--- src/rtl/controle_envase.sv ---
// controle_envase: bottle filling station sequencer.
// Drives conveyor, fill valve and cork sealer through a fixed per-bottle
// cycle; counts bottles (units within a dozen plus dozens) and cork stock.
// Optional build macro SENSOR_SYNC_EN: when defined, SENSOR_POS and START
// pass through two-flop synchronizers before the sequencer sees them.
module controle_envase #(
  parameter int FILL_CYCLES = 4,
  parameter int SEAL_CYCLES = 2,
  parameter int CORK_BATCH  = 5,
  parameter int CORK_MAX    = 20
) (
  input  logic       CLOCK,
  input  logic       RESET,
  input  logic       START,
  input  logic       SENSOR_POS,
  input  logic       CORK_LOAD,
  output logic       MOTOR,
  output logic       VALVE,
  output logic       SEAL,
  output logic       ALARM,
  output logic [3:0] BOTTLE_COUNT,
  output logic [3:0] DOZEN_COUNT,
  output logic [4:0] CORK_STOCK,
  output logic [2:0] STATE
);

  typedef enum logic [2:0] {
    S_IDLE    = 3'd0,
    S_CONVEY  = 3'd1,
    S_FILL    = 3'd2,
    S_SEAL    = 3'd3,
    S_RELEASE = 3'd4,
    S_ALARM   = 3'd5
  } state_t;

  state_t     state_q, state_d;
  logic [3:0] timer_q, timer_d;
  logic [3:0] bottle_q, bottle_d;
  logic [3:0] dozen_q, dozen_d;
  logic [4:0] stock_q, stock_d;
  logic [6:0] stock_sum;
  logic       sens, start, seal_exit;

`ifdef SENSOR_SYNC_EN
  logic [1:0] sens_sync_q, sens_sync_d;
  logic [1:0] start_sync_q, start_sync_d;

  // shift the raw inputs into their synchronizer chains
  always_comb begin
    sens_sync_d  = {sens_sync_q[0], SENSOR_POS};
    start_sync_d = {start_sync_q[0], START};
  end

  // synchronizer flops, cleared by reset like all other state
  always_ff @(posedge CLOCK) begin
    if (RESET) begin
      sens_sync_q  <= '0;
      start_sync_q <= '0;
    end else begin
      sens_sync_q  <= sens_sync_d;
      start_sync_q <= start_sync_d;
    end
  end

  assign sens  = sens_sync_q[1];
  assign start = start_sync_q[1];
`else
  assign sens  = SENSOR_POS;
  assign start = START;
`endif

  // seal finishes on the edge where its timer has run out
  assign seal_exit = (state_q == S_SEAL) && (timer_q == 4'd0);

  // next-state, timer, bottle counter and cork stock
  always_comb begin
    state_d  = state_q;
    timer_d  = timer_q;
    bottle_d = bottle_q;
    dozen_d  = dozen_q;
    case (state_q)
      S_IDLE: begin
        if (start) state_d = (stock_q != 5'd0) ? S_CONVEY : S_ALARM;
      end
      S_CONVEY: begin
        if (!start) begin
          state_d = S_IDLE;
        end else if (sens) begin
          state_d = S_FILL;
          timer_d = 4'(FILL_CYCLES - 1);
        end
      end
      S_FILL: begin
        if (timer_q == 4'd0) begin
          state_d = S_SEAL;
          timer_d = 4'(SEAL_CYCLES - 1);
        end else begin
          timer_d = timer_q - 4'd1;
        end
      end
      S_SEAL: begin
        if (timer_q == 4'd0) begin
          state_d = S_RELEASE;
          if (bottle_q == 4'd11) begin
            bottle_d = 4'd0;
            dozen_d  = dozen_q + 4'd1;
          end else begin
            bottle_d = bottle_q + 4'd1;
          end
        end else begin
          timer_d = timer_q - 4'd1;
        end
      end
      S_RELEASE: begin
        if (!sens) begin
          if (stock_q == 5'd0) state_d = S_ALARM;
          else if (start)      state_d = S_CONVEY;
          else                 state_d = S_IDLE;
        end
      end
      S_ALARM: begin
        if (stock_q != 5'd0) state_d = S_IDLE;
      end
      default: state_d = S_IDLE;
    endcase

    // load and consume both apply; result clipped to the magazine ceiling
    stock_sum = {2'b00, stock_q}
              + (CORK_LOAD ? 7'(CORK_BATCH) : 7'd0)
              - {6'd0, seal_exit};
    stock_d   = (stock_sum > 7'(CORK_MAX)) ? 5'(CORK_MAX) : stock_sum[4:0];
  end

  // state and counter registers, synchronous reset has top priority
  always_ff @(posedge CLOCK) begin
    if (RESET) begin
      state_q  <= S_IDLE;
      timer_q  <= '0;
      bottle_q <= '0;
      dozen_q  <= '0;
      stock_q  <= '0;
    end else begin
      state_q  <= state_d;
      timer_q  <= timer_d;
      bottle_q <= bottle_d;
      dozen_q  <= dozen_d;
      stock_q  <= stock_d;
    end
  end

  // Moore actuator decode from the state register only
  always_comb begin
    MOTOR = 1'b0;
    VALVE = 1'b0;
    SEAL  = 1'b0;
    ALARM = 1'b0;
    case (state_q)
      S_CONVEY, S_RELEASE: MOTOR = 1'b1;
      S_FILL:              VALVE = 1'b1;
      S_SEAL:              SEAL  = 1'b1;
      S_ALARM:             ALARM = 1'b1;
      default: ;
    endcase
  end

  assign STATE        = state_q;
  assign BOTTLE_COUNT = bottle_q;
  assign DOZEN_COUNT  = dozen_q;
  assign CORK_STOCK   = stock_q;

endmodule
--- config.mk ---
export PLATFORM = sky130hd
export DESIGN_NAME = controle_envase
export DESIGN_NICKNAME = d
export VERILOG_FILES = /design/src/rtl/controle_envase.sv
export SDC_FILE = /design/constraint.sdc
export NUM_CORES = 1
export LEC_CHECK = 0
export BUFFER_PORTS_ARGS = -buffer_cell sky130_fd_sc_hd__buf_4
export CORE_AREA = 2 2 54 56
export CTS_BUF_LIST = sky130_fd_sc_hd__clkbuf_4 sky130_fd_sc_hd__clkbuf_8
export CTS_CLUSTER_SIZE = 10
export DETAILED_ROUTE_END_ITERATION = 8
export DIE_AREA = 0 0 56 58
export PLACE_DENSITY = 0.84
export RECOVER_POWER = 100
export REMOVE_ABC_BUFFERS = 1
export SYNTH_ARGS = -nofsm -noshare
export SYNTH_HDL_FRONTEND = slang
export SYNTH_SLANG_ARGS = --single-unit
--- constraint.sdc ---
create_clock -name CLOCK -period 2.6 [get_ports CLOCK]
set_input_delay 0.26 -clock CLOCK [delete_from_list [all_inputs] [get_ports CLOCK]]
set_output_delay 0.26 -clock CLOCK [all_outputs]
set_load 0.02 [all_outputs]
# ---- Yosys cells after proc, flatten, opt, wreduce, memory -nomap -nowiden
# Cells that the tools add are included.
dict set report op_classes {
  n_addsub 5
  reduce_logical 12
  n_eq_ne 15
  order_cmp 1
  muxes 23
}
# op n
set ops {}
lappend ops {{$mux 3} 10}
lappend ops {{$mux 4} 5}
lappend ops {{$pmux 3 s6} 1}
lappend ops {{$ne 2x2->1 const B} 7}
lappend ops {{$pmux 4 s3} 1}
lappend ops {{$add 4x1->4 const B} 2}
lappend ops {{$gt 7x5->1 const B} 1}
lappend ops {{$sub 6x1->7} 1}
lappend ops {{$add 5x3->6} 1}
lappend ops {{$eq 3x2->1 const B} 2}
lappend ops {{$eq 3x3->1 const B} 2}
lappend ops {{$reduce_and 6->1} 1}
lappend ops {{$logic_not 5->1} 1}
lappend ops {{$mux 1} 5}
lappend ops {{$mux 5} 1}
lappend ops {{$reduce_bool 5->1} 1}
lappend ops {{$eq 4x4->1 const B} 1}
lappend ops {{$logic_not 4->1} 1}
lappend ops {{$reduce_and 4->1} 1}
lappend ops {{$reduce_or 2->1} 2}
lappend ops {{$sub 4x1->4 const B} 1}
lappend ops {{$eq 3x1->1 const B} 1}
lappend ops {{$logic_not 3->1} 1}
lappend ops {{$ne 3x3->1 const B} 1}
lappend ops {{5 further kinds} 5}
dict set report totals {
  register_bits 20
  wordCells 62
}

# ---- Logic depth before layout (Yosys ltp)
# Gate-level depths: netlist of the first run.
dict set report depth {
  word_depth 5
  depth_mapped 14
  ltp_nobuf 14
}

# ---- Least setup slack after synthesis of the first run
# OpenSTA, ideal clock, no wires.
dict set report synth_timing {
  path_type {register -> register}
  startpoint {register timer_q[0]}
  endpoint {register stock_q[1] (netlist: CORK_STOCK[1])}
  arrival_ns 2.666
  path_buffers 0
  path_stages_with_launch 14
  period_less_slack_ns 2.782
  slack_ns -0.182
  cell_sequence {dfxtp_1 -> inv_1 -> ha_1 -> or3b_4 -> or3_1 -> nand2_1 -> ha_1 -> inv_1 -> fa_1 -> nand2b_1 -> a21oi_1 -> xnor2_1 -> o21bai_1 -> and4_1}
}
dict set report synth_between {
  elab_chain_cells 5
}
# element line_no
set synth_lines {}
lappend synth_lines {{start, declared} 37} ;# logic [3:0] timer_q, timer_d;
lappend synth_lines {{start signal, assigned} 144} ;# timer_q <= timer_d;
lappend synth_lines {{$logic_not 4->1 (*)} 73} ;# assign seal_exit = (state_q == S_SEAL) && (timer_q == 4'd0);
lappend synth_lines {{$logic_and 1x1->1 (*)} 73}
lappend synth_lines {{$sub 6x1->7 (*)} 130} ;# - {6'd0, seal_exit};
lappend synth_lines {{$gt 7x5->1} 131} ;# stock_d = (stock_sum > 7'(CORK_MAX)) ? 5'(CORK_MAX) : stock_sum[4:0];
lappend synth_lines {{$reduce_or 2->1 (no line)} -}
lappend synth_lines {{end signal, assigned} 147} ;# stock_q <= stock_d;
lappend synth_lines {{end, declared} 40} ;# logic [4:0] stock_q, stock_d;
# Every way passes the cells marked *; elsewhere a longest branch is shown, timed or not.
# A chain may end at the register's enable or synchronous reset.

# ---- Worst setup path in the final report of the first run
dict set report layout_timing {
  startpoint {register timer_q[1]}
  endpoint {register stock_q[1] (netlist: CORK_STOCK[1])}
}
# The elaborated chain is that of the path after synthesis.

==> results of run 1 <==
area by class of cell:
type / count / area [um2]
clock buffer: 3 / 22.52
timing repair buffer: 40 / 274.0
multi-input combinational: 116 / 889.6
inverter: 18 / 67.56
fill: 223 / 968.4
tap: 31 / 38.79
sequential: 20 / 401.6
metrics by stage:
stage | worst slack, ps | utilization, % | std cells | hold WS (ps) | total power, uW
2_1_floorplan | -182.2 | - | 154 | 329.1 | 1125
3_3_place_gp | -150.2 | 58.55 | 220 | 475.9 | 1439
3_5_place_dp | -301.1 | 58.55 | 220 | 490.1 | 1498
4_1_cts | -176.3 | 64.05 | 227 | 270.5 | 1853
5_1_grt | -206.5 | 63.63 | 228 | 289.3 | 2055
6_report | -143.5 | 63.63 | 228 | 286.5 | 1924
cell families (layout without fill, tap and decap cells):
| kind of cell | Yosys count | count (layout) |
|---|---|---|
| buf+inv | 23 | 61 |
| flops | 20 | 20 |
| simple gates | 63 | 63 |
| xor+xnor | 11 | 11 |
| fa+ha+maj | 11 | 11 |
| compound gates | 31 | 31 |
repair_timing:
item,in CTS,in global routing
resized for setup,21,1
buffers inserted,4,1
pin swaps,9,14
setup endpoints to repair,5,5
cells in the mapped netlist:
| library cell | number | share of area (%) |
|---|---|---|
| and3_1 | 1 | 0.49 |
| and4_1 | 2 | 1.4 |
| nor2_1 | 18 | 5.3 |
| dfxtp_1 | 20 | 31 |
| ha_1 | 10 | 9.8 |
| fa_1 | 1 | 1.6 |
| xnor2_1 | 7 | 4.8 |
| a21oi_1 | 13 | 5.1 |
| nand3_1 | 3 | 1.2 |
| o31ai_1 | 2 | 1.2 |
| nand4_1 | 1 | 0.49 |
| a221oi_1 | 1 | 0.69 |
| and3b_1 | 2 | 1.4 |
| nand3b_2 | 1 | 0.88 |
| nor2b_1 | 4 | 2.0 |
| nand2_1 | 10 | 2.9 |
| a41oi_1 | 1 | 0.69 |
| and2_1 | 2 | 0.98 |
| xor2_1 | 4 | 2.7 |
| inv_1 | 18 | 5.3 |
| nand4b_1 | 1 | 0.69 |
| a31oi_1 | 2 | 0.98 |
| or3_1 | 2 | 0.98 |
| or2_2 | 1 | 0.49 |
| clkbuf_1 | 5 | 1.5 |
| o21ai_0 | 6 | 2.4 |
| nand2b_1 | 3 | 1.5 |
| or3b_4 | 1 | 0.88 |
| nand3b_1 | 3 | 1.8 |
| nor3b_1 | 2 | 1.2 |
| a211o_1 | 1 | 0.69 |
| nand2_2 | 1 | 0.49 |
| nor4_1 | 2 | 0.98 |
| a211oi_1 | 1 | 0.59 |
| nor3_1 | 2 | 0.78 |
| o21bai_1 | 3 | 1.8 |
| a21o_1 | 1 | 0.59 |
| nor4_4 | 1 | 1.7 |
worst max path at each step:
stage / start / to / slack (ps) / cells past startpoint
floorplan: timer_q[0] / CORK_STOCK[1] / -180 / 13
global placement: timer_q[1] / CORK_STOCK[2] / -150 / 11
detailed placement: timer_q[1] / CORK_STOCK[1] / -300 / 13
CTS: timer_q[1] / CORK_STOCK[1] / -180 / 13
global route: timer_q[1] / CORK_STOCK[1] / -210 / 13
finish: timer_q[1] / CORK_STOCK[1] / -140 / 13
sequential cells by signal (all words and copies together), names as in the netlist:
| signal | flops |
|---|---|
| BOTTLE_COUNT | 4 |
| CORK_STOCK | 5 |
| DOZEN_COUNT | 4 |
| STATE | 3 |
| timer_q | 4 |
power breakdown:
part           total, uW  internal (uW)  switching (uW)  leakage [uW]
registers            436            374            61.6      0.000163
clock network        153           54.1            98.5     0.0000138
logic               1340            637             699      0.000593
total               1920           1070             859      0.000770
layer usage:
layer	track usage, %	wire length, um	vias to the layer above
met5	0	0	-
met4	15.31	211	0
met3	3.348	152	18
met2	40.34	1650	55
met1	24.79	1320	608
li1	-	-	617
==> key figures, run 1 <==
Outcome
  • Status: complete, but fails checks
  • Failing checks: negative setup slack

Critical path
  • WP data arrival: 2960 ps
  • Reg2Reg Setup Slack: -140 ps
  • Req. time, crit path: 2810 ps
  • Crit path capture type: flip-flop
  • Worst R2R Path Depth: 13
  • Crit path cell chain: inv_2, ha_4, or3b_4, or3_4, nand2_4, ha_4, inv_2, fa_2, nand2b_4, a21oi_4, xnor2_2, o21bai_1, and4_1
  • CP max FO: 3
  • Crit Path Class: reg2reg
  • Crit start category: flip-flop
  • R2R Path End: CORK_STOCK[1]
  • Critical path buffers and inverters: 2
  • Max incr delay on CP: ~370 ps
  • Delay-heaviest family, CP: simple AND/OR/NAND/NOR gates
  • Slowest cell on crit path: or3b_4
  • Worst r2r src: timer_q[1]

Timing
  • Least-Margin Pin Slew: 396.8 ps
  • Pins Over Slew Limit: 0
  • RSZ-0062 raised after global routing: yes
  • Slew headroom: 73.30%
  • Final WS setup: -143.5 ps
  • Worst-case clock skew: 1.884 ps
  • Fmax: around 360 MHz
  • Total negative setup slack: -613.7 ps
  • Min cycle time layout: between 2000 and 3000 ps
  • Final Setup Violations: 5
  • Fin crit share: 105.5%
  • Final Hold Viols: 0

Clock network
  • Worst-path clk slew: between 100 and 150 ps
  • CTS Buf Count: 3
  • Clk_lat worst skew: roughly 300 ps
  • CTS root buffer: clkbuf_4
  • CTS tree: built
  • CTS sink cnt: 20
  • Htree depth: 1
  • Hold Buf Count CTS: 0
  • Maximum root-to-sink buffer count: 2

Synthesis
  • Simple-gate share of the synthesized area: roughly 28%
  • Main combinational cell family by area after synthesis: simple AND/OR/NAND/NOR gates
  • Yosys warns: 0
  • Post-synthesis compound-gate area fraction: ~15%
  • Mux share of post-synthesis cell area: 0%
  • Synth cell types: 38
  • Synth Area in XOR/XNOR: roughly 7.5%
  • Seq/Total Area, Yosys: between 30% and 40%
  • Post-Syn Area: roughly 1300 um2
  • Synth Register Bits: 20
  • Adder-cell area share of the yosys netlist: 11.37%
  • Synth Instances: ~160
  • Syn_area_per_cell: ~8 um2

Route
  • Post-route ant nets: 0
  • DRC marker count from the first detailed-route iteration: a little over 40
  • Drt drc: 0
  • Routed wire per std cell: 14.63 um
  • Via density: ~5.7
  • DRT Pass-1 Iters: 5
  • Vias: about 1,300
  • Routed WL: 3335 um

Pwr
  • Worst vdd ir: ~0.96 mV
  • Power Dens Cells: about 1100 nW/um2
  • Pleak: just under 0.0008 uW

Worst hold path
  • Worst Hold Launch: RESET
  • Worst min path class: in2reg
  • Worst Hold Endpoint: DOZEN_COUNT[3]
  • Hold path depth: 2

Global route
  • Total gr overflow: 0
  • Total track usage: a little under a quarter
  • Initial antenna violation count: 0
  • First-pass GRT wire length: approximately 5600 um
  • Vias in the first global route: 1,251
  • Largest net degree at the start of global routing: 21

Cells and area
  • N_diodes: 0
  • Nets: approximately 220
  • Area delta synth->final: 32.74%
  • Commonest cells after routing, fill and taps aside: buf_4 (33), dfxtp_1 (19), nor2_1 (18)
  • Commonest non-fill, non-tap cell in the layout: buf_4
  • Share of layout cells above drive strength 1: 29.44%
  • Final Cell Area: ~1700 um2

Floorplanning
  • # IOs: 25
  • Num rows: 19
  • Full die area: ~3200 um2
  • Core area: between 2000 and 3000 um2
  • Die X-Extent: approximately 56 um
  • Die height: roughly 58 um
  • Starting Density: a little under half

Placed design
  • Area after DPL: 1559 um2
  • Gpl congestion: 0.8507
  • IO Port Bufs: 24
  • Hpwl dp: roughly 2300 um

Flow run
  • Maxcap violations: 0
(Power assumes the default switching activity.)
==> inputs of run 2 (changes only) <==
--- a/config.mk
+++ b/config.mk
@@ -7,7 +7,7 @@
 export LEC_CHECK = 0
 export BUFFER_PORTS_ARGS = -buffer_cell sky130_fd_sc_hd__buf_4
 export CORE_AREA = 2 2 54 56
-export CTS_BUF_LIST = sky130_fd_sc_hd__clkbuf_4 sky130_fd_sc_hd__clkbuf_8
+export CTS_BUF_LIST = sky130_fd_sc_hd__clkbuf_8
 export CTS_CLUSTER_SIZE = 10
 export DETAILED_ROUTE_END_ITERATION = 8
 export DIE_AREA = 0 0 56 58
==> key figures, run 2 (synthesized netlist as in run 1, its figures left out) <==
Pwr
  • Share of power burned in registers: 21.7% (was 22.6%)
  • Switching pwr: 890.5 uW (was 858.7 uW)
  • Worst vdd ir: 0.9467 mV (was 0.9637 mV)
  • Combinational power share: 68.2% (was 69.4%)
  • Net Sw Frac: 44.12% (was 44.63%)
  • Power Dens Cells: 1171 nW/um2 (was 1136 nW/um2)
  • Internal power: 1128 uW (was 1066 uW)
  • Total Power: 2018 uW (was 1924 uW)
  • Share of total power in the clock network: 10.2% (was 7.9%)
  • Pleak: 0.0007844 uW (was 0.0007703 uW)

Outcome
  • Failing checks: negative setup slack (unchanged)
  • Status: complete, but fails checks (unchanged)

Clock network
  • Worst-path clk slew: 80 ps (was 110 ps)
  • Htree depth: 1 (unchanged)
  • CTS root buffer: clkbuf_8 (was clkbuf_4)
  • CTS Buf Count: 3 (unchanged)
  • CTS sink cnt: 20 (unchanged)
  • CTS tree: built (unchanged)
  • Maximum root-to-sink buffer count: 2 (unchanged)
  • Clk_lat worst skew: 260 ps (was 300 ps)
  • Hold Buf Count CTS: 0 (unchanged)

Floorplanning
  • Num rows: 19 (unchanged)
  • Starting Density: 47.93% (unchanged)
  • Full die area: 3248 um2 (unchanged)
  • # IOs: 25 (unchanged)
  • Die height: 58 um (unchanged)
  • Core area: 2663 um2 (unchanged)
  • Die X-Extent: 56 um (unchanged)

Critical path
  • CP max FO: 3 (unchanged)
  • Crit Path Class: reg2reg (unchanged)
  • Crit path capture type: flip-flop (unchanged)
  • Req. time, crit path: 2760 ps (was 2810 ps)
  • Slowest cell on crit path: or3b_4 (unchanged)
  • WP data arrival: 2980 ps (was 2960 ps)
  • Crit path cell chain: inv_2, ha_4, or3b_4, or3_4, buf_4, ha_1, a211oi_2, nor2_1, xor2_1, o21bai_1, and4_1 (was inv_2, ha_4, or3b_4, or3_4, nand2_4, ha_4, inv_2, fa_2, nand2b_4, a21oi_4, xnor2_2, o21bai_1, and4_1)
  • Max incr delay on CP: 380 ps (was 370 ps)
  • Crit start category: flip-flop (unchanged)

Route
  • Routed wire per std cell: 15.38 um (was 14.63 um)
  • DRC marker count from the first detailed-route iteration: 42 (was 41)
  • Vias: 1,309 (was 1,298)
  • Via density: 5.716 (was 5.693)
  • Routed WL: 3521 um (was 3335 um)
  • DRT Pass-1 Iters: 4 (was 5)
  • Drt drc: 0 (unchanged)
  • Post-route ant nets: 0 (unchanged)

Cells and area
  • Commonest non-fill, non-tap cell in the layout: buf_4 (unchanged)
  • Area delta synth->final: 35.00% (was 32.74%)
  • N_diodes: 0 (unchanged)
  • Nets: 216 (was 215)
  • Largest register FFs: 5 (unchanged)
  • Commonest cells after routing, fill and taps aside: buf_4 (36), dfxtp_1 (19), nor2_1 (18) (was buf_4 (33), dfxtp_1 (19), nor2_1 (18))
  • Final Cell Area: 1723 um2 (was 1694 um2)
  • Share of layout cells above drive strength 1: 30.81% (was 29.44%)
  • Final Util: 64.71% (was 63.63%)

Global route
  • First-pass GRT wire length: 5892 um (was 5623 um)
  • Largest net degree at the start of global routing: 21 (unchanged)
  • Initial antenna violation count: 0 (unchanged)
  • Total track usage: 23.58% (was 22.56%)
  • Vias in the first global route: 1,293 (was 1,251)
  • Total gr overflow: 0 (unchanged)

Placed design
  • IO Port Bufs: 24 (unchanged)
  • Hpwl dp: 2270 um (unchanged)
  • Gpl congestion: 0.8507 (unchanged)
  • Area after DPL: 1559 um2 (unchanged)

Timing
  • Fmax: 353.8 MHz (was 364.5 MHz)
  • Worst-case clock skew: 6.890 ps (was 1.884 ps)
  • RSZ-0062 raised after global routing: yes (unchanged)
  • Total negative setup slack: -856.5 ps (was -613.7 ps)
  • Min cycle time layout: 2826 ps (was 2743 ps)
  • Pins Over Slew Limit: 0 (unchanged)
  • Least-Margin Pin Slew: 379.1 ps (was 396.8 ps)
  • Slew headroom: 74.49% (was 73.30%)
  • Hold WS: 331.2 ps (was 286.5 ps)
  • Fin crit share: 108.7% (was 105.5%)
  • Final Hold Viols: 0 (unchanged)
  • Final Setup Violations: 5 (unchanged)
  • Final WS setup: -226.2 ps (was -143.5 ps)

Flow run
  • Maxcap violations: 0 (unchanged)

Worst hold path
  • Worst min path class: in2reg (unchanged)
run 2: cell count changes in the layout (fill, tap and decap cells not counted):
cell      delta
buf_4        +3
or2_4        -1
or2_2        +1
nor3b_2      +1
nor2b_4      -1
clkbuf_8     +3
nor3b_1      -1
nor2b_1      +1
clkbuf_4     -3
clkbuf_1     -2
run 2: metal layers:
| metal | track usage, % | vias up | routed length (um) |
|---|---|---|---|
| met3 | 3.571 | 14 | 193 |
| met2 | 41.34 | 56 | 1805 |
| met5 | 0 | - | 0 |
| met1 | 26.26 | 622 | 1369 |
| li1 | - | 617 | - |
| met4 | 16.67 | 0 | 153 |
run 2: timing repair:
action,in CTS,in global routing
pin swaps,8,14
resized for setup,19,2
buffers inserted,4,2
endpoints found under the setup margin,5,5
run 2: cell type report:
type,instances,area [um2]
multi-input cells,116,884.6
clock buffers,3,41.29
inverters,18,67.56
repair buffers,41,289.0
flip-flops and latches,20,401.6
well taps,31,38.79
fillers,217,939.7
run 2: stage by stage:
step                      worst slack (ps)  instances
after floorplan                     -182.2        154
after global placement              -150.2        220
after detailed placement            -301.1        220
after CTS                           -179.7        227
after global routing                -292.1        229
final                               -226.2        229
run 2: power by group through the flow:
| stage | logic (uW) | clock network [uW] | registers [uW] |
|---|---|---|---|
| 2_1_floorplan | 610 | 0 | 515 |
| 3_3_place_gp | 1010 | 0 | 428 |
| 3_5_place_dp | 1060 | 0 | 434 |
| 4_1_cts | 1240 | 207 | 433 |
| 5_1_grt | 1480 | 223 | 443 |
| 6_report | 1380 | 205 | 437 |
run 2: critical path: cells and delay by family (launching register included):
family	cells	cell delay, ps
compound gates	2	390
xor+xnor	1	310
fa+ha+maj	2	430
buf+inv	2	220
flops	1	320
simple gates	4	1040
run 2: path summary, 6_finish.rpt:
path,from,to,slack (ps),cells after the start
setup / recovery,timer_q[0],CORK_STOCK[1],-230,11
hold / removal,RESET,DOZEN_COUNT[2],330,2
setup reg to reg,timer_q[0],CORK_STOCK[1],-230,11
hold reg to reg,DOZEN_COUNT[3],DOZEN_COUNT[3],490,2
